File: src/rtl/blink_pkg.sv
// Shared encodings and counter widths for the LED blink-code transmitter.
package blink_pkg;

  localparam int unsigned UNIT_CNT_W = 32;
  localparam int unsigned UCNT_W     = 8;

  typedef enum logic [1:0] {
    S_IDLE = 2'd0,
    S_ON   = 2'd1,
    S_GAP  = 2'd2,
    S_FGAP = 2'd3
  } state_e;

endpackage

File: src/rtl/blink_timer.sv
// Phase timer: pulses expired once len_units*UNIT_CYC cycles have elapsed since the last clr.
module blink_timer
  import blink_pkg::*;
#(
  parameter int unsigned UNIT_CYC = 31250000
) (
  input  logic              clk,
  input  logic              reset,
  input  logic              clr,
  input  logic [UCNT_W-1:0] len_units,
  output logic              expired
);

  logic [UNIT_CNT_W-1:0] cyc_cnt;
  logic [UCNT_W-1:0]     unit_cnt;
  logic                  tick;

  assign tick    = (cyc_cnt == UNIT_CNT_W'(UNIT_CYC - 1));
  assign expired = tick && (unit_cnt == len_units - UCNT_W'(1));

  always_ff @(posedge clk or posedge reset) begin
    if (reset) begin
      cyc_cnt  <= '0;
      unit_cnt <= '0;
    end else if (clr) begin
      cyc_cnt  <= '0;
      unit_cnt <= '0;
    end else if (tick) begin
      cyc_cnt  <= '0;
      unit_cnt <= unit_cnt + UCNT_W'(1);
    end else begin
      cyc_cnt <= cyc_cnt + UNIT_CNT_W'(1);
    end
  end

endmodule

File: src/rtl/led_blink_tx.sv
// Blink-code transmitter: shows a DATA_W-bit value MSB first on one LED,
// long pulse for 1, short pulse for 0, dark gaps between bits and a longer frame gap.
module led_blink_tx
  import blink_pkg::*;
#(
  parameter int unsigned DATA_W      = 5,
  parameter int unsigned UNIT_CYC    = 31250000,
  parameter int unsigned SHORT_UNITS = 1,
  parameter int unsigned LONG_UNITS  = 3,
  parameter int unsigned GAP_UNITS   = 1,
  parameter int unsigned FGAP_UNITS  = 4
) (
  input  logic              clk,
  input  logic              reset,
  input  logic              data_valid,
  input  logic [DATA_W-1:0] data_in,
  output logic              data_ready,
  output logic              busy,
  output logic              frame_done,
  output logic              led_out
);

  localparam int unsigned BIT_W = $clog2(DATA_W + 1);

  state_e            state;
  logic [DATA_W-1:0] sreg;
  logic [BIT_W-1:0]  bits_left;
  logic [UCNT_W-1:0] len_units;
  logic              clr;
  logic              expired;

  always_comb begin
    len_units = '0;
    unique case (state)
      S_ON:    len_units = sreg[DATA_W-1] ? UCNT_W'(LONG_UNITS) : UCNT_W'(SHORT_UNITS);
      S_GAP:   len_units = UCNT_W'(GAP_UNITS);
      S_FGAP:  len_units = UCNT_W'(FGAP_UNITS);
      default: len_units = '0;
    endcase
  end

  // Timer is held cleared while idle and restarts on every phase change.
  assign clr = (state == S_IDLE) || expired;

  blink_timer #(
    .UNIT_CYC (UNIT_CYC)
  ) u_timer (
    .clk       (clk),
    .reset     (reset),
    .clr       (clr),
    .len_units (len_units),
    .expired   (expired)
  );

  always_ff @(posedge clk or posedge reset) begin
    if (reset) begin
      state      <= S_IDLE;
      sreg       <= '0;
      bits_left  <= '0;
      data_ready <= 1'b0;
      busy       <= 1'b1;
      frame_done <= 1'b0;
      led_out    <= 1'b0;
    end else begin
      frame_done <= 1'b0;
      unique case (state)
        S_IDLE: begin
          if (data_ready && data_valid) begin
            sreg       <= data_in;
            bits_left  <= BIT_W'(DATA_W);
            data_ready <= 1'b0;
            busy       <= 1'b1;
            led_out    <= 1'b1;
            state      <= S_ON;
          end else begin
            data_ready <= 1'b1;
            busy       <= 1'b0;
          end
        end
        S_ON: begin
          if (expired) begin
            led_out   <= 1'b0;
            bits_left <= bits_left - BIT_W'(1);
            // The last bit goes straight into the frame gap.
            state     <= (bits_left == BIT_W'(1)) ? S_FGAP : S_GAP;
          end
        end
        S_GAP: begin
          if (expired) begin
            sreg    <= sreg << 1;
            led_out <= 1'b1;
            state   <= S_ON;
          end
        end
        S_FGAP: begin
          if (expired) begin
            data_ready <= 1'b1;
            busy       <= 1'b0;
            frame_done <= 1'b1;
            state      <= S_IDLE;
          end
        end
        default: state <= S_IDLE;
      endcase
    end
  end

endmodule
File: config.mk
export PLATFORM = sky130hd
export DESIGN_NAME = led_blink_tx
export DESIGN_NICKNAME = d
export VERILOG_FILES = /design/src/rtl/blink_pkg.sv /design/src/rtl/blink_timer.sv /design/src/rtl/led_blink_tx.sv
export SDC_FILE = /design/constraint.sdc
export NUM_CORES = 1
export LEC_CHECK = 0
export BUFFER_PORTS_ARGS = -buffer_cell sky130_fd_sc_hd__buf_4
export CORE_MARGIN = 2
export CORE_UTILIZATION = 50
export CTS_CLUSTER_DIAMETER = 200
export DETAILED_ROUTE_END_ITERATION = 7
export GPL_TIMING_DRIVEN = 1
export HOLD_SLACK_MARGIN = 0.03
export PLACE_DENSITY = 0.7
export SETUP_SLACK_MARGIN = 0.2
export SLEW_MARGIN = 20
export SYNTH_ARGS = -nofsm -noshare
export SYNTH_HDL_FRONTEND = slang
export SYNTH_HIERARCHICAL = 1
export SYNTH_SLANG_ARGS = --single-unit
File: constraint.sdc
create_clock -name clk -period 3.65 [get_ports clk]
set_clock_uncertainty 0.1 [all_clocks]
set_input_delay 0 -clock clk [delete_from_list [all_inputs] [get_ports clk]]
set_output_delay 0 -clock clk [all_outputs]
set_load 0.02 [all_outputs]
==> results.cfg, run 1 <==
[sta]
final.setup.tns_ns = 0
finalHoldViolCount = 0
maxSlewViolCount = 0
worst_pin_slew_ns = 0.7601
layout_setup_ws_ns = 0.3684
rsz0062_at_grt = no
finalCritPeriodShare_pct = 89.91
max_freq_ghz = 0.3047
hold-worst-slack_ns = 0.1906
period_minus_slack_ns = 3.282
setup_viol = 0
slew_headroom_pct = 48.90

[routing]
ant_nets = 0
vias = 2381
dr.pass1.iters = 4
wl_met3_um = 117
routed_wl_um = 6263
drc_errors = 0
drt_iter0_markers = 125
via_per_inst = 5.363
routed.top_layer = met4
wl_met1_um = 3055
routedWlPerCell_um = 14.11
route.met2.wl_um = 3009

[layout]
multi_input_comb_area_um2 = 1841
fin_area_um2 = 3677
fin_cells = 444
antenna_cells = 0
drive_above_1_share_pct = 15.53
register_area_um2 = 1355
final_common_cell = dfrtp_1
final_nets = 385
fin_util_pct = 58.24
nFillCells = 561
areaGrowthSynthToFinish_pct = 13.56
layout_common_cells = dfrtp_1 (51), nor2_1 (49), xor2_1 (24)

[worst_setup_path]
critPathCaptureType = flop
r2r_start = state[1]
cp.required_ns = 3.74
cp_data_arrival_time_ns = 3.37
rrSetupSlack_ns = 0.37
critPathLaunch = state[1]
crit_fanout = 8
worst_setup_path_start_kind = flop
crit_type = flop to flop

[floorplan]
die_x_um = 84.48
dieArea_um2 = 7136
initial_utilization_pct = 51.29
core_area_um2 = 6314
row_count = 29
die_h_um = 84.48
io_pins = 12

[place]
place_area_um2 = 3426
pre_cts_slack_ns = 0.2837
hpwl_um = 4211
dpl.cell_count = 424
gp_congestion = 0.8190
io_buffers = 11

[clocking]
cts_inserted_buffers = 5
cts_root_buf = clkbuf_8
clock_path_buffers = 2
htreeDepth = 2
cts_tree = built
cts_sinks = 54
clkLatencyLatePin_ns = 0.30
path_clk_slew_ns = 0.10

[global_route]
grtUsageTotal_pct = 18.73
grt-ovfl-total = 0
grt_pass1_wl_um = 10980
antenna_found_initial = 0
grt_max_degree = 41
first_global_vias = 2406

[pwr]
vdd_drop_max_mv = 0.2257
p_total_mw = 1.034
leakage_nw = 1.600
power.density_nw_per_um2 = 281.2

[synth]
ys_seq_area_share_pct = 41.77
syn_area_um2 = 3238
yosys_warnings = 6
synth.avg_cell_area_um2 = 9.812
async_flop_share_pct = 100.0
synth_edf_count = 0
ys_seq_elements = 54
ys.flop_type = dfrtp_1
ys_types = 57
syn_inst = 330

[run]
cap_violations = 0

[min_path]
min_path_type = primary input to async pin

[status]
status = finished, final reports clean
cell usage after synthesis (7+ instances only):
cell type,count,area share [%]
dfrtp_1,53,41
ha_1,11,4.3
inv_1,14,1.6
nand2_1,15,1.7
nand3_1,16,2.5
nand4_1,11,2.1
nor2_1,49,5.7
nor4_2,7,2.7
o21ai_0,11,1.7
or3_1,7,1.4
xnor2_1,18,4.9
xor2_1,24,6.5
report_power, final:
group / total [mW] / switching (mW) / internal, mW / leakage, nW
Combinational: 0.0393 / 0.0219 / 0.0174 / 0.902
Sequential: 0.601 / 0.00128 / 0.600 / 0.647
Clock: 0.394 / 0.189 / 0.205 / 0.0514
final cells by class:
| class | instances | share of cell area, % |
|---|---|---|
| Clock inverter | 2 | 1.021 |
| Timing Repair Buffer | 27 | 6.056 |
| Tap cell | 77 | 2.620 |
| Inverter | 14 | 1.429 |
| Sequential cell | 54 | 36.85 |
| Multi-Input combinational cell | 264 | 50.05 |
| Clock buffer | 6 | 1.973 |
path summary, 6_finish.rpt:
check / end / cells past startpoint
worst max-delay path: state[1] / 13
worst min-delay path: sreg[2] / 3
worst max register to register: state[1] / 13
worst min register to register: sreg[3] / 1
max in group asynchronous: u_timer/cyc_cnt[17] / 4
min in group clk: sreg[3] / 1
critical path, cell delays in order, from the launching register on:
cell	delay (ns)
dfrtp_2	0.44
inv_2	0.09
ha_1	0.17
and2_4	0.16
inv_1	0.04
ha_2	0.31
xor2_1	0.14
nand3_1	0.08
or3_1	0.34
a211oi_1	0.19
buf_4	0.19
and2b_1	0.21
or3_4	0.41
mux2_4	0.30
layer usage:
| metal | GRT usage (%) | vias to the layer above |
|---|---|---|
| li1 | - | 1210 |
| met1 | 24.75 | 1144 |
| met2 | 31.67 | 19 |
| met3 | 3.147 | 8 |
| met4 | 5.916 | 0 |
| met5 | 0 | - |
cells by family (layout without fill, tap and decap cells):
| kind of cell | after synthesis | count (layout) | synth area share, % |
|---|---|---|---|
| multiplexers | 11 | 11 | 3.864 |
| adder cells (fa/ha/maj) | 11 | 11 | 4.250 |
| buffers and inverters | 24 | 49 | 3.671 |
| XOR/XNOR | 42 | 42 | 11.36 |
| AO/OA/AOI/OAI | 34 | 34 | 7.420 |
| other | 1 | 13 | 0.1158 |
| flip-flops | 54 | 54 | 41.77 |
| AND/OR/NAND/NOR | 153 | 153 | 27.55 |
state kept, by name (all words and copies together) (netlist names):
register / count
u_timer/unit_cnt: 8
busy: 1
sreg: 5
u_timer/cyc_cnt: 32
state: 2
led_out: 1
frame_done: 1
bits_left: 3
data_ready: 1
repair_timing:
item	CTS	global route
buffers inserted	0	4
endpoints found under the hold margin	61	0
hold buffers	8	0
gates resized for setup	0	8
setup endpoints to repair	0	32
Note: power is estimated with default switching activity, not from simulation.
==> run 2, diff against run 1 <==
SYNTH_HIERARCHICAL = not set   (was 1)
==> results.cfg, run 2 <==
[worst_setup_path]
slowest_stage = or4b_4
worstRegToRegCells = 8
cp.required_ns = 3.74
cp_top_family = simple AND/OR/NAND/NOR gates
critPathCaptureType = flop
path_cells = inv_1, ha_1, a21boi_0, or4b_4, a211oi_4, and2_2, nand3_1, o221a_2
worst_setup_path_start_kind = flop
slowest_delay_ns = 0.55
path_buf_inv = 1
crit_cells = 8
cp_data_arrival_time_ns = 3.21
crit_type = flop to flop
crit_fanout = 13

[layout]
layout_common_cells = dfrtp_1 (53), nor2_1 (52), nand2_1 (23)
largest_reg_flops = 32
areaGrowthSynthToFinish_pct = 9.374
antenna_cells = 0
top_register = u_timer.cyc_cnt
drive_above_1_share_pct = 11.21
final_nets = 348
nFillCells = 502
reg.largest.list = u_timer.cyc_cnt (32), u_timer.unit_cnt (8), sreg (5)
final_common_cell = dfrtp_1
fin_area_um2 = 3256

[synth]
ys_seq_area_share_pct = 45.44
synth_top_area_cell = dfrtp_1
ys_seq_elements = 54
yosysMostFrequentCell = dfrtp_1
yosys-top-cells-area = dfrtp_1 (45%), nor2_1 (6.6%), xor2_1 (5.3%), ha_1 (4.2%), xnor2_1 (4.1%)
synth_top_area_share_pct = 44.56
yosys_warnings = 0
synth_edf_count = 0
synth.avg_cell_area_um2 = 9.480
netlist_top_cells_count = dfrtp_1 (53), nor2_1 (52), nand2_1 (23)
ys.flop_type = dfrtp_1
syn_inst = 314
syn_area_um2 = 2977
syn_nets = 332
async_flop_share_pct = 100.0
ys_types = 51

[pwr]
p_total_mw = 0.9308
p_int_mw = 0.7405
switching_power_mw = 0.1903
leakage_nw = 1.430
p_sw_share_pct = 20.45
p_seq_share_pct = 64.2
power.share.clock_pct = 33.1
vdd_drop_max_mv = 0.2246
pwr-share-comb_pct = 2.6
power.density_nw_per_um2 = 285.9

[global_route]
use_met1_pct = 25.25
grt_pass1_wl_um = 10240
grt_util_met2_pct = 34.88
grtUsageMet3_pct = 4.000
grt_max_degree = 33
grt-ovfl-total = 0
antenna_found_initial = 0
first_global_vias = 2288
grtUsageTotal_pct = 19.95
gr-max-usage-layer = met2

[place]
gp_congestion = 0.7930
hpwl_um = 4091
place_area_um2 = 3119
io_buffers = 11

[routing]
routedWlPerCell_um = 14.05
via_per_inst = 5.659
routed_wl_um = 5690
vias = 2292
ant_nets = 0
drc_errors = 0
dr.pass1.iters = 4
drt_iter0_markers = 82

[clocking]
clock_path_buffers = 2
clkLatencyLatePin_ns = 0.30
htreeDepth = 2
cts_root_buf = clkbuf_8
postCtsSetupBuffers = 0
path_clk_slew_ns = 0.09
cts_sinks = 54
cts_inserted_buffers = 5
cts_tree = built

[floorplan]
row_count = 28
die_h_um = 81.16
initial_utilization_pct = 50.88
io_pins = 12
die_x_um = 81.16
dieArea_um2 = 6586
core_area_um2 = 5851

[sta]
rsz0062_at_grt = no
finalHoldViolCount = 0
max_freq_ghz = 0.3205
hold-worst-slack_ns = 0.09776
slew_headroom_pct = 59.76
final.setup.tns_ns = 0
maxSlewViolCount = 0
finalCritPeriodShare_pct = 85.49
setup_viol = 0
worst_pin_slew_ns = 0.6035
period_minus_slack_ns = 3.120

[run]
cap_violations = 0

[status]
status = finished, final reports clean

[min_path]
worstHoldPathCells = 5
min_path_type = primary input to flop
run 2: cells by family (layout without fill, tap and decap cells):
family | count (synthesis) | after routing | share of synthesized area, %
simple gates | 159 | 159 | 28.04
flops | 54 | 54 | 45.44
compound gates | 38 | 38 | 9.416
xor+xnor | 32 | 32 | 9.416
buf+inv | 19 | 35 | 2.774
fa+ha+maj | 10 | 10 | 4.203
mux | 2 | 2 | 0.7146
run 2: repair_timing:
| item | CTS | global route |
|---|---|---|
| endpoints found under the hold margin | 30 | 0 |
| gates resized for setup | 0 | 0 |
| hold buffers | 6 | 0 |
run 2: worst paths after layout:
check	end	slack (ns)	from
worst max-delay path	sreg[3]	0.53	state[1]
worst min-delay path	bits_left[1]	0.1	data_valid
worst max register to register	sreg[3]	0.53	state[1]
worst min register to register	u_timer.cyc_cnt[0]	0.40	u_timer.cyc_cnt[0]
max in group asynchronous	u_timer.cyc_cnt[13]	2.49	reset
min in group asynchronous	sreg[2]	0.20	reset
run 2: per-stage QoR:
step / cells / worst slack, ns / util (%)
after CTS: 405 / 0.5207 / 55.65
after global routing: 405 / 0.3289 / 55.65
after global placement: 392 / 0.6275 / 53.31
final: 405 / 0.5297 / 55.65
after floorplan: 314 / 1.106 / -
after detailed placement: 392 / 0.5435 / 53.31
run 2: cell type report:
cell class	instances	area (µm²)	area share (%)
tap	75	93.84	2.882
timing repair buffer	19	157.7	4.842
sequential	54	1353	41.55
inverter	9	33.78	1.038
clock buffer	7	76.32	2.344
multi-input combinational	241	1541	47.35
run 2: worst reg2reg max path, delay by kind of cell, from the launching register on:
family	cells	cell delay [ns]
AO/OA/AOI/OAI	3	0.89
buffers and inverters	1	0.12
AND/OR/NAND/NOR	3	1.09
adder cells (fa/ha/maj)	1	0.38
flip-flops	1	0.42
run 2: power groups by stage:
stage / registers, mW / clock network (mW) / logic (mW)
finish: 0.598 / 0.309 / 0.0246
global route: 0.598 / 0.353 / 0.0286
detailed placement: 0.610 / 0 / 0.0210
global placement: 0.610 / 0 / 0.0208
CTS: 0.598 / 0.322 / 0.0260
floorplan: 0.610 / 0 / 0.0101
run 2: per-layer routing:
metal / up-vias / wire (µm)
li1: 1142 / -
met1: 1117 / 2682
met2: 31 / 2828
met3: 2 / 146
met4: 0 / 33
met5: - / 0
==> run 3, diff against run 2 <==
CORE_MARGIN = 5   (was 2)
SYNTH_HIERARCHICAL = 1   (was not set)
==> results.cfg, run 3 (synthesis gave the netlist of run 1 again) <==
[status]
status = finished, final reports clean

[layout]
layout_common_cells = dfrtp_1 (52), nor2_1 (49), xor2_1 (24)
final_nets = 381
drive_above_1_share_pct = 14.60
antenna_cells = 0
nFillCells = 556
multi_input_comb_area_um2 = 1833
largest_reg_flops = 32
areaGrowthSynthToFinish_pct = 13.60
reg.largest.list = u_timer/cyc_cnt (32), u_timer/unit_cnt (8), sreg (5)
fin_util_pct = 58.26
top_register = u_timer/cyc_cnt
final_common_cell = dfrtp_1
register_area_um2 = 1354

[pwr]
switching_power_mw = 0.2137
leakage_nw = 1.599
pwr-share-comb_pct = 3.5
p_seq_share_pct = 53.5
power.share.clock_pct = 43.0
vdd_drop_max_mv = 0.2325
p_total_mw = 1.123
p_sw_share_pct = 19.03
p_int_mw = 0.9095
power.density_nw_per_um2 = 305.4

[sta]
finalCritPeriodShare_pct = 89.36
final.setup.tns_ns = 0
rsz0062_at_grt = no
finalHoldViolCount = 0
max_freq_ghz = 0.3066
setup_viol = 0
worst_pin_slew_ns = 0.7769
maxSlewViolCount = 0
slew_headroom_pct = 47.77
period_minus_slack_ns = 3.262

[place]
io_buffers = 11
hpwl_um = 4294
gp_congestion = 0.8128

[worst_setup_path]
crit_end = state[1]
crit_type = flop to flop
regToRegEndpoint = state[1]
cp_top_family = simple AND/OR/NAND/NOR gates
r2r_start = state[1]
rrSetupSlack_ns = 0.39
critPathCaptureType = flop
slowest_delay_ns = 0.45
slowest_stage = dfrtp_1
crit_cells = 11
critPathLaunch = state[1]
cp_data_arrival_time_ns = 3.35
path_cells = inv_2, ha_1, inv_1, ha_2, xor2_1, nand3_1, or3_1, a211oi_2, and2b_1, or3_4, mux2_4
worst_setup_path_start_kind = flop
crit_fanout = 5
worstRegToRegCells = 11
cp.required_ns = 3.74
path_buf_inv = 2

[floorplan]
core_area_um2 = 6314
initial_utilization_pct = 51.29
die_x_um = 90.48
io_pins = 12
row_count = 29
die_h_um = 90.48
dieArea_um2 = 8186

[routing]
routed_wl_um = 6108
vias = 2419
drt_iter0_markers = 87
routedWlPerCell_um = 13.88
drc_errors = 0
via_per_inst = 5.498
ant_nets = 0
dr.pass1.iters = 4

[run]
cap_violations = 0

[global_route]
antenna_found_initial = 0
grt-ovfl-total = 0
grtUsageTotal_pct = 15.62
grt_max_degree = 41
grt_pass1_wl_um = 10940
first_global_vias = 2343

[clocking]
cts_inserted_buffers = 5
path_clk_slew_ns = 0.09
htreeDepth = 2
clkLatencyLatePin_ns = 0.30
postCtsSetupBuffers = 0
cts_sinks = 54
cts_root_buf = clkbuf_8
clock_path_buffers = 2
cts_tree = built

[min_path]
min_path_type = primary input to async pin
-- run 3: metal layers --
metal / global-route usage (%) / share of wire [%] / routed length, µm / vias to the layer above
met2: 25.48 / 51 / 3087 / 24
met5: 0 / 0 / 0 / -
li1: - / - / - / 1207
met4: 4.342 / 0.70 / 43 / 0
met1: 21.23 / 46 / 2839 / 1183
met3: 2.750 / 2.2 / 137 / 5
-- run 3: how the worst min path moves through the flow --
stage,from,to,slack [ns],cells after the start
after floorplan,reset,bits_left[0],-0.21,1
after global placement,reset,sreg[2],-0.01,2
after detailed placement,reset,sreg[2],-0.02,2
after CTS,reset,bits_left[1],0.21,3
after global routing,reset,sreg[2],0.26,3
final,reset,sreg[2],0.19,3
-- run 3: through the flow --
step | area (µm²) | cells | hold WS [ns] | setup WS [ns]
global placement | 3426 | 424 | -0.01191 | 0.3023
CTS | 3654 | 440 | 0.2072 | 0.2607
detailed placement | 3426 | 424 | -0.01628 | 0.2128
global route | 3679 | 440 | 0.2580 | 0.2219
floorplan | 3283 | 342 | -0.2115 | 0.4175
finish | 3679 | 440 | 0.1935 | 0.3883
-- run 3: area by class of cell --
class | instances | area share [%]
flip-flops and latches | 54 | 36.80
clock buffers | 6 | 2.245
clock inverters | 2 | 1.633
inverters | 14 | 1.429
multi-input cells | 264 | 49.83
well taps | 77 | 2.619
repair buffers | 23 | 5.442
-- run 3: repair_timing --
action	4_1_cts	5_1_grt
endpoints found under the setup margin	29	36
hold endpoints to repair	61	0
resized for setup	1	8
pin swaps	0	1
hold buffers	8	0
-- run 3: power groups by stage --
stage	logic (mW)	clock network [mW]	registers [mW]
CTS	0.0390	0.494	0.601
floorplan	0.0206	0	0.612
finish	0.0391	0.483	0.601
global placement	0.0324	0	0.613
detailed placement	0.0329	0	0.613
global route	0.0455	0.524	0.601
-- run 3: worst register-to-register path, delay by kind of cell, from the launching register on --
| family | cells | cell delay [ns] |
|---|---|---|
| AO/OA/AOI/OAI | 1 | 0.23 |
| XOR/XNOR | 1 | 0.14 |
| adder cells (fa/ha/maj) | 2 | 0.69 |
| buffers and inverters | 2 | 0.15 |
| flip-flops | 1 | 0.45 |
| multiplexers | 1 | 0.30 |
| AND/OR/NAND/NOR | 4 | 1.09 |
